## src/rtl/disp_pkg.sv

```systemverilog
`default_nettype none
// ============================================================================
// Module   : disp_pkg
// Purpose  : Shared definitions for the display test-pattern scheduler:
//            command op codes, scheduler FSM state encoding, 1080p60 frame
//            constants and a modulo pattern-increment helper.
// Revision : 1.0 - initial release
// ============================================================================
package disp_pkg;

  // Command op codes carried on cmd_op
  localparam logic [1:0] CMD_STOP = 2'd0;
  localparam logic [1:0] CMD_RUN  = 2'd1;
  localparam logic [1:0] CMD_SET  = 2'd2;
  localparam logic [1:0] CMD_STEP = 2'd3;

  // Scheduler FSM states (explicit 2-bit encoding)
  typedef enum logic [1:0] {
    ST_AUTO = 2'd0,
    ST_HOLD = 2'd1,
    ST_PEND = 2'd2
  } state_e;

  // 1080p60 raster totals; the default watchdog spans two full frames
  localparam int H_TOTAL         = 2200;
  localparam int V_TOTAL         = 1125;
  localparam int FRAME_CYC       = H_TOTAL * V_TOTAL;
  localparam int TIMEOUT_DEFAULT = 2 * FRAME_CYC;

  // Next pattern index, wrapping from n-1 back to 0
  function automatic logic [2:0] pat_inc(input logic [2:0] p, input logic [3:0] n);
    return ({1'b0, p} == (n - 4'd1)) ? 3'd0 : (p + 3'd1);
  endfunction

endpackage
`default_nettype wire

```

## src/rtl/vsync_boundary_det.sv

```systemverilog
`default_nettype none
// ============================================================================
// Module   : vsync_boundary_det
// Purpose  : Detects the vsync rising edge (frame boundary) and runs the
//            lost-timing watchdog.
// Ports    : clk, rst_n   - clock, async active-low reset
//            vsync_i      - active-high vsync, synchronous to clk
//            boundary     - high in the cycle where vsync_i rises
//            timeout      - high while the watchdog is saturated at
//                           TIMEOUT_CYC-1 (no boundary for that long)
// Revision : 1.0 - initial release
// ============================================================================
module vsync_boundary_det #(
  parameter int TIMEOUT_CYC = 4950000
) (
  input  logic clk,
  input  logic rst_n,
  input  logic vsync_i,
  output logic boundary,
  output logic timeout
);

  localparam int              WD_W   = $clog2(TIMEOUT_CYC + 1);
  localparam logic [WD_W-1:0] WD_MAX = WD_W'(TIMEOUT_CYC - 1);

  logic            vsync_d_q, vsync_d_d;
  logic [WD_W-1:0] wd_q, wd_d;

  assign boundary = vsync_i & ~vsync_d_q;
  assign timeout  = (wd_q == WD_MAX);

  always_comb begin
    vsync_d_d = vsync_i;
    wd_d      = wd_q;
    if (boundary) begin
      wd_d = '0;
    end else if (!timeout) begin
      wd_d = wd_q + 1'b1;
    end
    // otherwise saturate so timeout stays asserted until the next boundary
  end

  always_ff @(posedge clk or negedge rst_n) begin
    if (!rst_n) begin
      vsync_d_q <= 1'b0;
      wd_q      <= '0;
    end else begin
      vsync_d_q <= vsync_d_d;
      wd_q      <= wd_d;
    end
  end

endmodule
`default_nettype wire

```

## src/rtl/disp_pattern_sched.sv

```systemverilog
`default_nettype none
// ============================================================================
// Module   : disp_pattern_sched
// Purpose  : Frame-synchronous test-pattern scheduler. Auto-cycles patterns
//            every FRAME_DWELL frames, or holds/steps/sets them via a
//            valid/ready command port. Changes land only on vsync
//            boundaries (or immediately once timing is lost).
// Ports    : clk, rst_n            - clock, async active-low reset
//            vsync_i               - vsync from the timing generator
//            cmd_valid/cmd_ready   - command handshake
//            cmd_op, cmd_pat       - op code and SET target
//            pat_sel               - current pattern to the datapath
//            pat_update            - pulse after pat_sel re-evaluation
//            cmd_err               - pulse when a SET is rejected
//            auto_o                - scheduler is auto-cycling
//            timing_lost           - watchdog expired, cleared at boundary
//            frame_cnt             - free-running boundary count
// Revision : 1.0 - initial release
// ============================================================================
module disp_pattern_sched
  import disp_pkg::*;
#(
  parameter int NUM_PATTERNS = 8,
  parameter int FRAME_DWELL  = 60,
  parameter int TIMEOUT_CYC  = TIMEOUT_DEFAULT
) (
  input  logic        clk,
  input  logic        rst_n,
  input  logic        vsync_i,
  input  logic        cmd_valid,
  output logic        cmd_ready,
  input  logic [1:0]  cmd_op,
  input  logic [2:0]  cmd_pat,
  output logic [2:0]  pat_sel,
  output logic        pat_update,
  output logic        cmd_err,
  output logic        auto_o,
  output logic        timing_lost,
  output logic [15:0] frame_cnt
);

  localparam logic [3:0]  NP_W      = 4'(NUM_PATTERNS);
  localparam logic [15:0] DWELL_MAX = 16'(FRAME_DWELL - 1);

  logic        boundary, timeout;

  state_e      state_q, state_d;
  logic [2:0]  pat_q, pat_d;
  logic [15:0] dwell_q, dwell_d;
  logic [15:0] frame_q, frame_d;
  logic [1:0]  pend_op_q, pend_op_d;
  logic [2:0]  pend_pat_q, pend_pat_d;
  logic        pre_auto_q, pre_auto_d;
  logic        pat_update_q, pat_update_d;
  logic        cmd_err_q, cmd_err_d;
  logic        lost_q, lost_d;
  logic        init_q;

  logic        counting, accept, apply;

  vsync_boundary_det #(
    .TIMEOUT_CYC (TIMEOUT_CYC)
  ) u_det (
    .clk      (clk),
    .rst_n    (rst_n),
    .vsync_i  (vsync_i),
    .boundary (boundary),
    .timeout  (timeout)
  );

  // init_q keeps cmd_ready low through reset and up to the first live edge
  assign cmd_ready = init_q & (state_q != ST_PEND);
  assign accept    = cmd_valid & cmd_ready;
  // Dwell keeps running while a command waits, if we came from AUTO
  assign counting  = (state_q == ST_AUTO) | ((state_q == ST_PEND) & pre_auto_q);
  // timeout stays high while saturated, so once timing is lost a pending
  // command is applied on the cycle after it was accepted
  assign apply     = (state_q == ST_PEND) & (boundary | timeout);

  always_comb begin
    state_d      = state_q;
    pat_d        = pat_q;
    dwell_d      = dwell_q;
    frame_d      = frame_q;
    pend_op_d    = pend_op_q;
    pend_pat_d   = pend_pat_q;
    pre_auto_d   = pre_auto_q;
    pat_update_d = 1'b0;
    cmd_err_d    = 1'b0;
    lost_d       = lost_q;

    if (boundary) begin
      frame_d      = frame_q + 16'd1;
      pat_update_d = 1'b1;
      lost_d       = 1'b0;
      if (counting) begin
        if (dwell_q == DWELL_MAX) begin
          dwell_d = 16'd0;
          // in PEND the applied command decides pat_sel instead
          if (state_q == ST_AUTO) pat_d = pat_inc(pat_q, NP_W);
        end else begin
          dwell_d = dwell_q + 16'd1;
        end
      end
    end else if (timeout) begin
      lost_d = 1'b1;
    end

    if (apply) begin
      pat_update_d = 1'b1;
      case (pend_op_q)
        CMD_STOP: state_d = ST_HOLD;
        CMD_RUN: begin
          dwell_d = 16'd0;
          state_d = ST_AUTO;
        end
        CMD_SET: begin
          if ({1'b0, pend_pat_q} < NP_W) begin
            pat_d   = pend_pat_q;
            state_d = ST_HOLD;
          end else begin
            cmd_err_d = 1'b1;
            state_d   = pre_auto_q ? ST_AUTO : ST_HOLD;
          end
        end
        default: begin
          pat_d   = pat_inc(pat_q, NP_W);
          state_d = ST_HOLD;
        end
      endcase
    end else if (accept) begin
      state_d    = ST_PEND;
      pend_op_d  = cmd_op;
      pend_pat_d = cmd_pat;
      pre_auto_d = (state_q == ST_AUTO);
    end
  end

  always_ff @(posedge clk or negedge rst_n) begin
    if (!rst_n) begin
      state_q      <= ST_AUTO;
      pat_q        <= 3'd0;
      dwell_q      <= 16'd0;
      frame_q      <= 16'd0;
      pend_op_q    <= CMD_STOP;
      pend_pat_q   <= 3'd0;
      pre_auto_q   <= 1'b0;
      pat_update_q <= 1'b0;
      cmd_err_q    <= 1'b0;
      lost_q       <= 1'b0;
      init_q       <= 1'b0;
    end else begin
      state_q      <= state_d;
      pat_q        <= pat_d;
      dwell_q      <= dwell_d;
      frame_q      <= frame_d;
      pend_op_q    <= pend_op_d;
      pend_pat_q   <= pend_pat_d;
      pre_auto_q   <= pre_auto_d;
      pat_update_q <= pat_update_d;
      cmd_err_q    <= cmd_err_d;
      lost_q       <= lost_d;
      init_q       <= 1'b1;
    end
  end

  assign pat_sel     = pat_q;
  assign pat_update  = pat_update_q;
  assign cmd_err     = cmd_err_q;
  assign auto_o      = counting;
  assign timing_lost = lost_q;
  assign frame_cnt   = frame_q;

endmodule
`default_nettype wire

```

## config.mk

```make
export PLATFORM = sky130hd
export DESIGN_NAME = disp_pattern_sched
export DESIGN_NICKNAME = d
export VERILOG_FILES = /design/src/rtl/disp_pkg.sv /design/src/rtl/vsync_boundary_det.sv /design/src/rtl/disp_pattern_sched.sv
export SDC_FILE = /design/constraint.sdc
export NUM_CORES = 1
export LEC_CHECK = 0
export CAP_MARGIN = 10
export CORE_MARGIN = 3
export CORE_UTILIZATION = 61
export DETAILED_ROUTE_END_ITERATION = 6
export PLACE_DENSITY_LB_ADDON = 0.3
export SLEW_MARGIN = 20
export SYNTH_ARGS = -nofsm -noshare
export SYNTH_HDL_FRONTEND = slang
export SYNTH_SLANG_ARGS = --single-unit
```

## constraint.sdc

```tcl
create_clock -name clk -period 3.9 [get_ports clk]
set_input_delay 0.39 -clock clk [delete_from_list [all_inputs] [get_ports clk]]
set_output_delay 0.39 -clock clk [all_outputs]
set_load 0.05 [all_outputs]
```

==> flow_summary_export.csv <==
group,metric,value,unit
global_route,grtUsageMet1,29.8,%
yosys,syn_nets,339,
critical_path,max_stage_delay,880,ps
placement,dp.cells,420,
clock_network,cts_tree,"built",
sta,max_freq,395,MHz
yosys,synth_top_family_by_area,"simple AND/OR/NAND/NOR gates",
global_route,grt_pass1_wl,11.5,mm
yosys,yosysUniqueCellTypes,43,
layout,final_util,75.9,%
sta,fin_crit,2530,ps
yosys,synth_top_area_share,52.1,%
power,pwr-share-seq,43.5,%
sta,slew_viol_final,0,
critical_path,cp_slowest_cell,"clkdlybuf4s50_1",
status,status,"complete, no violations",
critical_path,cp-startpoint,"state_q[1]",
power,irDropWorstVdd,0.374,mV
die,die_w,80.2,um
yosys,ys_seq_elements,70,
die,io_pins,33,
yosys,ys.warnings.count,0,
critical_path,timing.critical_path.arrival,2140,ps
clock_network,clock_path_buffers,2,
critical_path,worst_r2r_endpoint,"dwell_q[2]",
placement,dp_hpwl,4.62,mm
die,dieArea,6440,um^2
placement,place.gp.congestion,0.844,
power,switching_share,34.6,%
sta,finalSetupTns,0,ps
global_route,grt-busiest-layer,"met2",
layout,instances_no_fill,436,
yosys,syn_inst,325,
die,fp.dieH,80.2,um
clock_network,cts_buffers,9,
critical_path,startpoint_type,"flop",
hold_path,hp-class,"in2async",
layout,nets,375,
clock_network,clock_latency,340,ps
yosys,yosys.area_share.adder,1.86,%
yosys,synth_area_leader_cell,"dfrtp_1",
drt,viasPerCell,5.81,
die,start_util,64.6,%
critical_path,critPathTopFamily,"buffers and inverters",
critical_path,path_class,"reg2out",
drt,wl,6.59,mm
drt,vias,2534,
yosys,synth_compound_area_share,5.02,%
yosys,ys.flop_type,"dfrtp_1",
critical_path,worst-path-buf-inv,1,
critical_path,cp.depth,3,
drt,firstDrtPassIters,5,
yosys,yosysMostFrequentCell,"dfrtp_1",
global_route,antenna_found_initial,0,
critical_path,worstPathCellList,"nor2b_1 > nor2_1 > clkdlybuf4s50_1",
power,p_comb_share,28.1,%
sta,max-slew-margin-rel,40.7,%
clock_network,cts_root_buffer,"clkbuf_8",
clock_network,cts_resized,0,
yosys,synthMuxAreaShare,2.01,%
sta,grt_setup_unrepaired,"false",
placement,portBuffers,31,
sta,worst_pin_slew,890,ps
yosys,syn-cell-area,3360,um^2
power,internal_power,0.00147,W
global_route,met2_usage,37.6,%
sta,setup_viol,0,
power,power_density,567,nW/um^2
sta,finalHoldViolCount,0,
clock_network,ctsHtreeMaxLevel,3,
yosys,ys_seq_area_share,52.1,%
global_route,grt_max_degree,41,
yosys,synth_common_cells,"dfrtp_1, nor2_1, nand2_1, xnor2_1",
clock_network,ctsHoldBuffers,0,
yosys,yosys-top-cells-area,"dfrtp_1, xnor2_1, xor2_1, nor2_1, nand2_1",
drt,ant_nets,0,
yosys,yosys.area_share.xor_xnor,12.2,%
sta,fin_worst_skew,4.78,ps
power,power_frac_clock,28.4,%
clock_network,clkTransAtPathRegs,70,ps
critical_path,cp_data_required_time,3510,ps
power,leakage,1.71,nW
clock_network,clock-sinks,70,
layout,antenna_cells,0,
power,p_sw,0.000776,W
drt,drc,0,
layout,area_growth_syn_to_layout,17.6,%
critical_path,ff2ff_setup_slack,1400,ps
drt,first_iter_violations,110,
die,rows,26,
critical_path,r2r_cells,6,
yosys,avgSynthCellArea,10.3,um^2
global_route,gr-usage-all-layers,22.9,%
sta,timing.final.crit_share,65.0,%
yosys,synth-edff-count,0,
global_route,grt_pass1_vias,2525,
critical_path,worstPathMaxFanout,5,
critical_path,worstReg2RegStart,"u_det.wd_q[0]",
yosys,synth-simple-area-share,24.7,%
flow_run,cap_violations,0,
clock_network,cts_setup_buffers,0,
sta,holdWs,82.0,ps
die,coreArea,5200,um^2
layout,drive_above_1_share,7.65,%
critical_path,cp-end-kind,"output pin",
critical_path,endpoint,"auto_o",
global_route,use_met3,4.04,%
power,finalPower,0.00224,W
yosys,synth-async-reset-ratio,100,%
global_route,grt_overflow,0,
drt,post_drt_wl_per_cell,15.1,um
cells in the final DEF, fill, tap and decap left out, drive strengths merged, types with 8 or more instances in the layout:
cell           count
a21oi             11
and4               8
clkbuf            12
clkdlybuf4s50     30
dfrtp             70
nand2             28
nand3             21
nand4             10
nor2              39
xnor2             27
xor2              20
cells by family after synthesis:
logic type / count (synthesis)
AND/OR/NAND/NOR: 153
flip-flops: 70
XOR/XNOR: 47
AO/OA/AOI/OAI: 27
buffers and inverters: 15
multiplexers: 6
adder cells (fa/ha/maj): 5
other: 2
worst register-to-register path: stages, from the launching register on:
cell,delay [ps]
dfrtp_1,380
ha_1,290
nand3_4,120
nor4_4,490
nand2_1,200
o22ai_1,740
nor2_1,130
how the worst min path moves through the flow:
stage	from	to	slack, ps	cells after the start
floorplan	rst_n	dwell_q[0]	90	0
global placement	rst_n	u_det.wd_q[7]	450	1
detailed placement	rst_n	u_det.wd_q[7]	460	1
CTS	rst_n	u_det.wd_q[7]	100	1
global route	rst_n	u_det.wd_q[9]	120	1
finish	rst_n	u_det.wd_q[1]	80	1
sequential cells by signal, indices dropped and copies added, names as in the netlist:
signal           flops
dwell_q             16
frame_cnt           16
init_q               1
pat_sel              3
pat_update           1
pend_op_q            2
pend_pat_q           3
pre_auto_q           1
state_q              2
timing_lost          1
u_det.vsync_d_q      1
u_det.wd_q          23
power groups by stage:
stage | Clock, W | Sequential, W | Combinational (W)
floorplan | 0 | 0.00111 | 0.000296
global placement | 0 | 0.000981 | 0.000615
detailed placement | 0 | 0.000988 | 0.000631
CTS | 0.000645 | 0.000976 | 0.000635
global route | 0.000675 | 0.000997 | 0.000688
finish | 0.000636 | 0.000976 | 0.000629
final cells by class:
cell class | count | area (um^2)
clock buffer | 12 | 145
fill | 344 | 1250
timing repair buffer | 33 | 320
multi-input combinational | 240 | 1550
tap | 70 | 87.6
inverter | 7 | 26.3
sequential | 70 | 1750
clock inverter | 4 | 70.1
layer usage:
metal / wire length (um) / vias to the layer above
met5: 0 / -
met3: 230 / 13
met2: 3420 / 50
li1: - / 1196
met1: 2850 / 1275
met4: 99 / 0
through the flow:
step	cell area [um^2]	setup slack, ps
finish	3950	1370
floorplan	3360	1850
global placement	3740	1500
CTS	3950	1370
detailed placement	3740	1360
global route	3950	1180
No activity file was read; power rests on OpenSTA's default activity.
